File: config.mk
export PLATFORM = sky130hd
export DESIGN_NAME = decode_uop_sequencer
export DESIGN_NICKNAME = d
export VERILOG_FILES = /design/src/rtl/decode_uop_sequencer.sv
export SDC_FILE = /design/constraint.sdc
export NUM_CORES = 1
export LEC_CHECK = 0
export ABC_AREA = 1
export BUFFER_PORTS_ARGS = -buffer_cell sky130_fd_sc_hd__buf_2
export CAP_MARGIN = 20
export CELL_PAD_IN_SITES_DETAIL_PLACEMENT = 1
export CELL_PAD_IN_SITES_GLOBAL_PLACEMENT = 1
export CORE_AREA = 2 2 175 212
export DETAILED_ROUTE_END_ITERATION = 7
export DIE_AREA = 0 0 177 214
export PLACE_DENSITY = 0.84
export SLEW_MARGIN = 25
export SYNTH_ARGS = -nofsm -noshare
export SYNTH_HDL_FRONTEND = slang
export SYNTH_SLANG_ARGS = --single-unit
File: constraint.sdc
create_clock -name clk -period 14.3 [get_ports clk]
set_clock_uncertainty 0.15 [all_clocks]
set_input_delay 0.715 -clock clk [delete_from_list [all_inputs] [get_ports clk]]
set_output_delay 0.715 -clock clk [all_outputs]
set_load 0.005 [all_outputs]
File: src/rtl/decode_uop_sequencer.sv
// decode_uop_sequencer
//   Second-half decode stage. Simple instructions pass straight through to a
//   registered output slice. Microcoded instructions are latched and expanded
//   into a sequence of micro-ops read from an external uop ROM, each merged
//   bitwise with the latched instruction fields under rom_keep.
//
// Ports
//   clk, reset            clock (rising edge), asynchronous active-high reset
//   flush                 drop the uop in the output slice and any live sequence
//   handle_int            interrupt taken; releases halt
//   halt                  HLT has left this stage; intake stalled
//   s0_valid/s0_ready     input handshake
//   s0_ctrl/pc/...        decoded instruction fields, predictor tag, ROM entry info
//   rom_addr              uop ROM address (upc), registered
//   rom_data/keep/last    uop word, per-bit keep mask, final-uop flag (comb. from rom_addr)
//   s1_valid/s1_ready     output handshake
//   s1_ctrl/pc/...        output uop, parent PC/tag, first/last/index tags
//   seq_overrun           one-cycle pulse when a sequence is cut off at UOP_MAX
module decode_uop_sequencer #(
  parameter int unsigned IADDRW  = 32,
  parameter int unsigned CTRLW   = 96,
  parameter int unsigned ROM_AW  = 7,
  parameter int unsigned UOP_MAX = 16,
  localparam int unsigned UIDXW  = $clog2(UOP_MAX)
) (
  input  logic              clk,
  input  logic              reset,
  input  logic              flush,
  input  logic              handle_int,
  output logic              halt,
  input  logic              s0_valid,
  output logic              s0_ready,
  input  logic [CTRLW-1:0]  s0_ctrl,
  input  logic [IADDRW-1:0] s0_pc,
  input  logic              s0_branch_taken,
  input  logic              s0_rom_start,
  input  logic [ROM_AW-1:0] s0_rom_addr,
  input  logic              s0_is_hlt,
  output logic [ROM_AW-1:0] rom_addr,
  input  logic [CTRLW-1:0]  rom_data,
  input  logic [CTRLW-1:0]  rom_keep,
  input  logic              rom_last,
  output logic              s1_valid,
  input  logic              s1_ready,
  output logic [CTRLW-1:0]  s1_ctrl,
  output logic [IADDRW-1:0] s1_pc,
  output logic              s1_branch_taken,
  output logic              s1_uop_first,
  output logic              s1_uop_last,
  output logic [UIDXW-1:0]  s1_uop_idx,
  output logic              seq_overrun
);

  localparam logic [UIDXW-1:0] IDX_LAST = UIDXW'(UOP_MAX - 1);

  typedef enum logic {
    ST_PASS = 1'b0,
    ST_SEQ  = 1'b1
  } state_t;

  state_t              state, state_n;
  logic [CTRLW-1:0]    lat_ctrl, lat_ctrl_n;
  logic [IADDRW-1:0]   lat_pc, lat_pc_n;
  logic                lat_bt, lat_bt_n;
  logic [ROM_AW-1:0]   upc, upc_n;
  logic [UIDXW-1:0]    idx, idx_n;
  logic                halt_n;
  logic                s1_valid_n;
  logic [CTRLW-1:0]    s1_ctrl_n;
  logic [IADDRW-1:0]   s1_pc_n;
  logic                s1_branch_taken_n;
  logic                s1_uop_first_n;
  logic                s1_uop_last_n;
  logic [UIDXW-1:0]    s1_uop_idx_n;
  logic                seq_overrun_n;

  logic                out_free;
  logic                accept;
  logic                seq_last;

  // Output slice may load when empty or being drained this cycle.
  assign out_free = !s1_valid || s1_ready;
  assign s0_ready = (state == ST_PASS) && out_free && !halt && !flush && !reset;
  assign accept   = s0_valid && s0_ready;
  assign rom_addr = upc;
  // A sequence ends on the ROM's own marker or is forced to end at UOP_MAX.
  assign seq_last = rom_last || (idx == IDX_LAST);

  // State and output-slice registers.
  always_ff @(posedge clk or posedge reset) begin
    if (reset) begin
      state           <= ST_PASS;
      lat_ctrl        <= '0;
      lat_pc          <= '0;
      lat_bt          <= 1'b0;
      upc             <= '0;
      idx             <= '0;
      halt            <= 1'b0;
      s1_valid        <= 1'b0;
      s1_ctrl         <= '0;
      s1_pc           <= '0;
      s1_branch_taken <= 1'b0;
      s1_uop_first    <= 1'b0;
      s1_uop_last     <= 1'b0;
      s1_uop_idx      <= '0;
      seq_overrun     <= 1'b0;
    end else begin
      state           <= state_n;
      lat_ctrl        <= lat_ctrl_n;
      lat_pc          <= lat_pc_n;
      lat_bt          <= lat_bt_n;
      upc             <= upc_n;
      idx             <= idx_n;
      halt            <= halt_n;
      s1_valid        <= s1_valid_n;
      s1_ctrl         <= s1_ctrl_n;
      s1_pc           <= s1_pc_n;
      s1_branch_taken <= s1_branch_taken_n;
      s1_uop_first    <= s1_uop_first_n;
      s1_uop_last     <= s1_uop_last_n;
      s1_uop_idx      <= s1_uop_idx_n;
      seq_overrun     <= seq_overrun_n;
    end
  end

  // Next-state and output-slice logic.
  always_comb begin
    state_n           = state;
    lat_ctrl_n        = lat_ctrl;
    lat_pc_n          = lat_pc;
    lat_bt_n          = lat_bt;
    upc_n             = upc;
    idx_n             = idx;
    halt_n            = halt;
    s1_valid_n        = s1_valid;
    s1_ctrl_n         = s1_ctrl;
    s1_pc_n           = s1_pc;
    s1_branch_taken_n = s1_branch_taken;
    s1_uop_first_n    = s1_uop_first;
    s1_uop_last_n     = s1_uop_last;
    s1_uop_idx_n      = s1_uop_idx;
    seq_overrun_n     = 1'b0;

    // Halt is independent of flush; it can only be set by an accepted HLT,
    // which is impossible while already halted.
    if (accept && s0_is_hlt) begin
      halt_n = 1'b1;
    end else if (handle_int) begin
      halt_n = 1'b0;
    end

    if (flush) begin
      s1_valid_n = 1'b0;
      state_n    = ST_PASS;
      idx_n      = '0;
    end else begin
      case (state)
        ST_PASS: begin
          if (out_free) begin
            s1_valid_n = 1'b0;
            if (accept && s0_rom_start) begin
              lat_ctrl_n = s0_ctrl;
              lat_pc_n   = s0_pc;
              lat_bt_n   = s0_branch_taken;
              upc_n      = s0_rom_addr;
              idx_n      = '0;
              state_n    = ST_SEQ;
            end else if (accept) begin
              s1_valid_n        = 1'b1;
              s1_ctrl_n         = s0_ctrl;
              s1_pc_n           = s0_pc;
              s1_branch_taken_n = s0_branch_taken;
              s1_uop_first_n    = 1'b1;
              s1_uop_last_n     = 1'b1;
              s1_uop_idx_n      = '0;
            end
          end
        end
        ST_SEQ: begin
          if (out_free) begin
            s1_valid_n        = 1'b1;
            s1_ctrl_n         = (lat_ctrl & rom_keep) | (rom_data & ~rom_keep);
            s1_pc_n           = lat_pc;
            s1_branch_taken_n = lat_bt;
            s1_uop_first_n    = (idx == '0);
            s1_uop_last_n     = seq_last;
            s1_uop_idx_n      = idx;
            upc_n             = upc + ROM_AW'(1);
            idx_n             = idx + UIDXW'(1);
            seq_overrun_n     = (idx == IDX_LAST) && !rom_last;
            if (seq_last) begin
              state_n = ST_PASS;
              idx_n   = '0;
            end
          end
        end
        default: state_n = ST_PASS;
      endcase
    end
  end

endmodule

* After elaboration in Yosys (flattened, before gate mapping) *
Cells that the tools add are included.

word-level totals
  memory bits (writable) = 0
  bits in latches = 0
  bits of input ports = 337
  logic and storage cells = 108
  flip-flop bits (word level) = 279
  memory bits (read-only) = 0
  memories = 0

cells by class
  muxes and demuxes = 54
  shifts and indexed selects = 0
  divide/modulo/power cells = 0
  add/sub/neg operators = 2
  eq/ne operators = 9
  reduce and logical (&&, ||, !) cells = 22
  magnitude comparators = 0
  multiply operators = 0
  bitwise gates (word level) = 6

operator list
  operator             count
  $mux 96              4
  $and 96x96->96       2
  $pmux 96 s2          1
  $mux 32              4
  $not 96->96          1
  $or 96x96->96        1
  $pmux 32 s2          1
  $mux 4               9
  $mux 1               24
  $mux 7               3
  $pmux 4 s2           2
  $pmux 7 s2           1
  $pmux 1 s2           5
  $logic_and 1x1->1    8
  $reduce_and 4->1     2
  $add 7x1->7 const B  1
  $ne 2x2->1 const B   3
  $ne 3x2->1 const B   2
  $logic_not 1->1      5
  $reduce_and 5->1     1
  $add 4x1->4 const B  1
  $eq 4x4->1 const B   1
  $logic_not 4->1      1
  $ne 2x1->1 const B   2
  other kinds (6)      8

* Depth between registers and ports, before layout *
Gate-level depths: netlist of the first run.

  depth after elaboration = 12
  gate-level depth with buffers = 11
  depth with buffers taken out = 9

* Worst setup path after synthesis of the first run *
OpenSTA, ideal clock, no wires.

  path type = input to register
  from = input reset
  to = register s1_ctrl[93]
  path slack = 5,851 ps
  stages on the path = 10
  required time = 14,033 ps
  arrival time = 8,182 ps
  setup time = 117 ps
  cell sequence = inv_1 > nand2_1 > nor2_4 > nand3_2 > nand2_4 > nand2_4 > buf_6 > buf_6 > nand2_1 > nand2_1

between the ends
  longest elaborated chain between the ends = 6
  elaborated cells on any way between the ends = 7
  those cells by class = eq/ne: 2; reduce/logical: 5

RTL lines
  what                            RTL line  RTL
  start: declaration              27        input logic reset,
  $logic_not 1->1 (no line) (*)   n/a
  $logic_and 1x1->1 (*)           83        assign s0_ready = (state == ST_PASS) && out_free && !halt && !flush && !reset;
  named net s0_ready              32        output logic s0_ready,
  $logic_and 1x1->1 (*)           84        assign accept = s0_valid && s0_ready;
  $logic_and 1x1->1               161       if (accept && s0_rom_start) begin
  $ne 2x2->1 (no line)            n/a
  $reduce_and 5->1 (no line) (*)  n/a
  end signal: assignment          116       s1_ctrl <= s1_ctrl_n;
  end: declaration                45        output logic [CTRLW-1:0] s1_ctrl,

Mark *: on every way through the listed nets, which the timed path passes. The rest lies on a longest branch.
A chain may end at the register's enable or synchronous reset.

* Worst setup path in the final report of the first run *
  from = register state
  to = register s1_valid

between the ends
  longest elaborated chain between the ends = 11
  elaborated cells on any way between the ends = 15
  those cells by class = eq/ne: 2; mux: 5; bitwise: 1; reduce/logical: 7

RTL lines
  what                                         RTL line  RTL
  start: declaration                           61        state_t state, state_n;
  start signal: assignment                     108       state <= state_n;
  $not 1->1 (no line)                          n/a
  $logic_and 1x1->1 (4 in a row)               83
  $logic_and 1x1->1                            84
  $mux 1 or $logic_and 1x1->1 (tied branches)  168, 161
  $mux 1                                       161
  $mux 1                                       159       if (out_free) begin
  $pmux 1 s2                                   157       case (state)
  $mux 1                                       152       if (flush) begin
  end signal: assignment                       115       s1_valid <= s1_valid_n;
  end: declaration                             43        output logic s1_valid,

Parallel ways exist; a longest one is shown, timed or not. The select of a mux whose other input is x is not followed.

==> results_dict.tcl, run 1 <==
set metrics [dict create \
    status "complete, no violations" \
    fp.dieH_um 214 \
    cp.required_ps 14540 \
    cts.htree.levels 1 \
    finalHoldViolCount 0 \
    core_mm2 0.0357 \
    cts_tree "built" \
    ys_ff_latch 279 \
    clk_latency_ps 560 \
    crit_path_start_kind "flip-flop" \
    drtIter0Drc 655 \
    slew_headroom_pct 35.5 \
    nets 2510 \
    final_area_mm2 0.0170 \
    fmax_ghz 0.272 \
    syn_area_mm2 0.0135 \
    synth_seq_area_share_pct 51.9 \
    critPathArrivalTime_ps 3910 \
    critical_path_class "reg2reg" \
    wl_per_cell_um 17.3 \
    dp.cells 2606 \
    dieWidth_um 177 \
    yosysWarnings 0 \
    layout_common_cells "nand2_1 (492), buf_2 (482), dfrtp_1 (278)" \
    worst-path-max-fanout 81 \
    finalSetupViolations 0 \
    drive_gt1_share_pct 25.0 \
    worst_slew_pin_slew_ps 967 \
    antenna_found_initial 10 \
    via_count 13489 \
    p_per_area_mw_per_mm2 144 \
    fillers 4631 \
    syn_avg_cell_area_um2 7.70 \
    grt_setup_unrepaired "false" \
    cts-hold-fix-buffers 0 \
    dp_hpwl_um 33100 \
    final_util_pct 47.8 \
    register_area_mm2 0.00699 \
    portBuffers 482 \
    path_clk_slew_ps 60 \
    die-area_mm2 0.0379 \
    ant_nets 0 \
    maxCapViolCount 0 \
    hold_path.class "in2async" \
    synthesis.nets 2088 \
    instances_no_fill 2663 \
    initial_core_util_pct 37.8 \
    cts.sinks 279 \
    power_w 0.00246 \
    syn_to_final_growth_pct 26.5 \
    cts_root_buf "clkbuf_16" \
    grt_max_degree 98 \
    maxSlewViolCount 0 \
    vias_per_cell 5.07 \
    cp_cell_sequence "nor2_4 > nand2_1 > nor2_4 > nand3_2 > nand2_4 > nand2_4 > buf_4 > o21ai_1" \
    multi_input_area_mm2 0.00509 \
    drc 0 \
    place.gp.congestion 0.846 \
    synthCells 1748 \
    period_needed_ps 3670 \
    std_cell_rows 76 \
    postCtsSetupBuffers 0 \
    setup_tns_ps 0 \
    critical-path-max-stage-delay_ps 790 \
    power_leakage_nw 9.64 \
    layout_commonest_cell "nand2_1" \
    crit_path_top_delay_cell "dfrtp_4" \
    dr.pass1.iters 5 \
    period_share_pct 25.7 \
    grtUsageTotal_pct 24.1 \
    yosysUniqueCellTypes 24 \
    io_pins 483 \
    routed_wl_um 46000 \
    postCtsResizedCells 0 \
    vdd_ir_drop_max_uv 101 \
    overflow 0 \
    grt_pass1_wl_um 73900 \
    placed_cell_area_mm2 0.0161 \
    grt_pass1_vias 14391 \
    end_kind "flip-flop" \
    clock_path_buffers 3 \
    numCtsBuffers 30 \
]
-- metrics by stage --
stage / worst slack [ps] / hold WS, ps
floorplan: 5720 / 303
global placement: 10180 / 299
global route: 10260 / 117
CTS: 10590 / 121
finish: 10630 / 81.1
detailed placement: 10070 / 303
-- path summary, 6_finish.rpt --
kind | start | end | slack, ps | cells after the start
max | state | s1_valid | 10630 | 8
max in group asynchronous | reset | lat_ctrl[62] | 11750 | 4
min reg2reg | s1_pc[15] | s1_pc[15] | 320 | 2
min | reset | lat_ctrl[2] | 80 | 2
min in group clk | handle_int | halt | 180 | 2
max reg2reg | state | s1_valid | 10630 | 8
-- cell usage after synthesis, drive strengths merged --
library cell	number	area (um2)
inv	241	905
o22ai	96	601
nand4	2	12.5
clkbuf	65	244
nor3	2	10.0
ha	3	37.5
nand3	156	798
o21ai	262	1310
dfrtp	279	6980
buf	39	246
xnor2	1	8.76
o21bai	3	22.5
xor2	1	8.76
nor2	104	408
nand2	494	1870
-- kinds of logic (layout without fill, tap and decap cells) --
logic type,after synthesis,in the layout,synth area share (%)
simple gates,758,758,23.0
compound gates,361,361,14.4
buf+inv,345,789,10.4
flops,279,279,51.9
fa+ha+maj,3,3,0.279
xor+xnor,2,2,0.130
other cells,0,3,0
-- flip-flops by register name, indices dropped and copies added (netlist names) --
register	flops
rom_addr	7
seq_overrun	1
s1_uop_idx	4
idx	4
s1_ctrl	96
lat_ctrl	96
s1_valid	1
s1_uop_first	1
s1_pc	32
s1_uop_last	1
lat_bt	1
s1_branch_taken	1
lat_pc	32
state	1
halt	1
-- critical path: cells and delay by family (launching register included) --
kind | cells | cell delay (ps)
flops | 1 | 790
buf+inv | 1 | 790
compound gates | 1 | 170
simple gates | 6 | 1410
-- power breakdown --
| part | total, W | leakage (nW) | internal (W) | switching (W) |
|---|---|---|---|---|
| Sequential | 0.00114 | 3.52 | 0.00101 | 0.000134 |
| Clock | 0.000752 | 0.460 | 0.000432 | 0.000320 |
| Combinational | 0.000566 | 5.66 | 0.000242 | 0.000323 |
| Total | 0.00246 | 9.64 | 0.00168 | 0.000777 |
-- routing by layer --
metal | wire length [um] | vias to the layer above | part of all wire (%) | global-route usage [%]
li1 | - | 6431 | - | -
met1 | 17600 | 6486 | 38 | 27.6
met2 | 23100 | 443 | 50 | 42.5
met3 | 3290 | 117 | 7.1 | 5.72
met4 | 1970 | 12 | 4.3 | 10.5
met5 | 80 | - | 0.17 | 0
-- final cells by class --
class	instances	share of cell area, %
sequential	279	41.0
tap	468	3.44
clock buffer	48	5.34
inverter	241	5.36
multi-input combinational	1124	29.9
timing repair buffer	494	14.7
clock inverter	6	0.206
antenna	3	0.0441
No activity file was read; power rests on OpenSTA's default activity.
==> inputs of run 2 (changes only) <==
--- a/config.mk
+++ b/config.mk
@@ -10,10 +10,10 @@
 export CAP_MARGIN = 20
 export CELL_PAD_IN_SITES_DETAIL_PLACEMENT = 1
 export CELL_PAD_IN_SITES_GLOBAL_PLACEMENT = 1
-export CORE_AREA = 2 2 175 212
+export CORE_AREA = 2 2 191 230
 export DETAILED_ROUTE_END_ITERATION = 7
-export DIE_AREA = 0 0 177 214
-export PLACE_DENSITY = 0.84
+export DIE_AREA = 0 0 193 232
+export PLACE_DENSITY = 0.75
 export SLEW_MARGIN = 25
 export SYNTH_ARGS = -nofsm -noshare
 export SYNTH_HDL_FRONTEND = slang
==> constraint.sdc (replaced) <==
create_clock -name clk -period 3.25 [get_ports clk]
set_clock_uncertainty 0.15 [all_clocks]
set_input_delay 0.1625 -clock clk [delete_from_list [all_inputs] [get_ports clk]]
set_output_delay 0.1625 -clock clk [all_outputs]
set_load 0.005 [all_outputs]
==> results_dict.tcl, run 2 (same netlist as run 1, synthesis figures left out) <==
set metrics [dict create \
    status "complete, no violations" \
    finalSetupViolations 0 \
    grt_max_degree 194 \
    routed_wl_um 62900 \
    fmax_ghz 0.315 \
    final_util_pct 49.5 \
    drtIter0Drc 776 \
    pwr-share-clk_pct 32.3 \
    pwr-share-seq_pct 42.3 \
    portBuffers 482 \
    dp.cells 2699 \
    vias_per_cell 5.09 \
    die-area_mm2 0.0448 \
    grt_util_met3_pct 5.67 \
    wl_per_cell_um 20.2 \
    place_ws_ps 973 \
    end_kind "flip-flop" \
    via_count 15812 \
    cp_cell_sequence "buf_16 > o21ai_0 > dlygate4sd3_1 > o22ai_1 > dlygate4sd3_1 > nand3_2 > nand2_1" \
    cp.required_ps 3560 \
    busiest_layer "met2" \
    setup_tns_ps 0 \
    worst_slew_pin_slew_ps 1090 \
    core_mm2 0.0426 \
    crit_path_start_kind "flip-flop" \
    finalWorstSetupSlack_ps 77.4 \
    cts_root_buf "clkbuf_16" \
    nets 2858 \
    critical-path-max-stage-delay_ps 630 \
    grt_pass1_wl_um 96100 \
    cts.htree.levels 2 \
    drive_gt1_share_pct 23.5 \
    dieWidth_um 193 \
    crit_path_top_delay_cell "dlygate4sd3_1" \
    dp_hpwl_um 33800 \
    antenna_found_initial 13 \
    worst-path-max-fanout 193 \
    std_cell_rows 83 \
    period_needed_ps 3170 \
    layout_common_cells "nand2_1 (488), buf_2 (482), dlygate4sd3_1 (335)" \
    maxCapViolCount 0 \
    drc 0 \
    path_clk_slew_ps 60 \
    vdd_ir_drop_max_uv 317 \
    overflow 0 \
    layout_commonest_cell "nand2_1" \
    p_per_area_mw_per_mm2 570 \
    placed_cell_area_mm2 0.0165 \
    critPathArrivalTime_ps 3480 \
    hold_path.class "in2reg" \
    grt_pass1_vias 17570 \
    switching_share_pct 32.2 \
    crit_top_cell "dlygate4sd3_1" \
    instances_no_fill 3107 \
    grt_setup_unrepaired "true" \
    ant_nets 0 \
    fillers 5190 \
    cts.sinks 279 \
    worst-path-buf-inv 3 \
    slew_headroom_pct 27.2 \
    largestRegisters "lat_ctrl (96), s1_ctrl (96)" \
    cts_tree "built" \
    met2_usage_pct 47.9 \
    clock_path_buffers 3 \
    power_switching_w 0.00387 \
    fp.dieH_um 232 \
    critical_path_class "reg2reg" \
    numCtsBuffers 34 \
    finalHoldViolCount 0 \
    dr.pass1.iters 5 \
    io_pins 483 \
    comb_power_share_pct 25.5 \
    critical_path.top_delay_family "buffers and inverters" \
    gr-usage-met1_pct 29.8 \
    clk_latency_ps 520 \
    place.gp.congestion 0.832 \
    cellInternalPower_w 0.00813 \
    power_leakage_nw 11.2 \
    final_area_mm2 0.0211 \
    initial_core_util_pct 31.6 \
    postCtsSetupBuffers 0 \
    grtUsageTotal_pct 27.4 \
    syn_to_final_growth_pct 56.4 \
    period_share_pct 97.6 \
    rrSetupSlack_ps 80 \
    maxSlewViolCount 0 \
]
run 2: cell types whose count changed in the layout (fill, tap and decap cells not counted), moves of 4 or more:
| cell | before | now |
|---|---|---|
| diode_2 | 3 | 15 |
| clkbuf_1 | 10 | 5 |
| clkbuf_16 | 31 | 35 |
| nand3_1 | 154 | 126 |
| dlygate4sd3_1 | 0 | 335 |
| o21ai_1 | 47 | 80 |
| o21ai_0 | 215 | 182 |
| nand2_1 | 492 | 488 |
| nand2_4 | 2 | 6 |
| buf_12 | 0 | 9 |
| nand3_2 | 1 | 29 |
run 2: worst paths after layout:
| check | from | to | cells after the start |
|---|---|---|---|
| max | state | s1_ctrl[16] | 7 |
| min | rom_keep[10] | s1_ctrl[10] | 6 |
| max reg2reg | state | s1_ctrl[16] | 7 |
| min reg2reg | s1_pc[1] | s1_pc[1] | 2 |
| max in group asynchronous | reset | lat_pc[30] | 5 |
| min in group asynchronous | reset | s1_ctrl[76] | 4 |
run 2: worst min-delay path, cell delays in order:
cell     delay, ps
buf_2          100
inv_1           40
nor2_1         110
o22ai_1        110
nand3_2         80
nand2_1         50
run 2: layout make-up:
| cell class | count | area (um2) | area share [%] |
|---|---|---|---|
| multi-input combinational | 1124 | 5260 | 25.0 |
| timing repair buffer | 838 | 6060 | 28.8 |
| inverter | 241 | 908 | 4.31 |
| tap | 552 | 691 | 3.28 |
| sequential | 279 | 6990 | 33.2 |
| antenna | 15 | 37.5 | 0.178 |
| clock inverter | 10 | 110 | 0.523 |
| clock buffer | 48 | 1000 | 4.77 |
run 2: power by group through the flow:
stage          logic, W  clock network, W  registers (W)
3_3_place_gp    0.00243                 0        0.00503
4_1_cts         0.00289           0.00395        0.00502
3_5_place_dp    0.00254                 0        0.00506
2_1_floorplan   0.00125                 0        0.00499
6_report        0.00306           0.00387        0.00508
5_1_grt         0.00338           0.00411        0.00518
run 2: routing by layer:
layer | wire length, um | share of wire [%]
met1 | 23200 | 37
met2 | 31500 | 50
met3 | 3790 | 6.0
met4 | 4320 | 6.9
met5 | 0 | 0
run 2: what timing repair did:
action                     in CTS  in global routing
hold endpoints to repair      456                  0
hold buffers                  335                  0
resized for setup               0                  3
setup endpoints to repair       0                  6
run 2: stage by stage:
| step | total power, W | hold slack (ps) |
|---|---|---|
| floorplan | 0.00624 | 78.3 |
| global placement | 0.00746 | 205 |
| detailed placement | 0.00761 | 214 |
| CTS | 0.0119 | 2.79 |
| global route | 0.0127 | 34.3 |
| finish | 0.0120 | 23.6 |
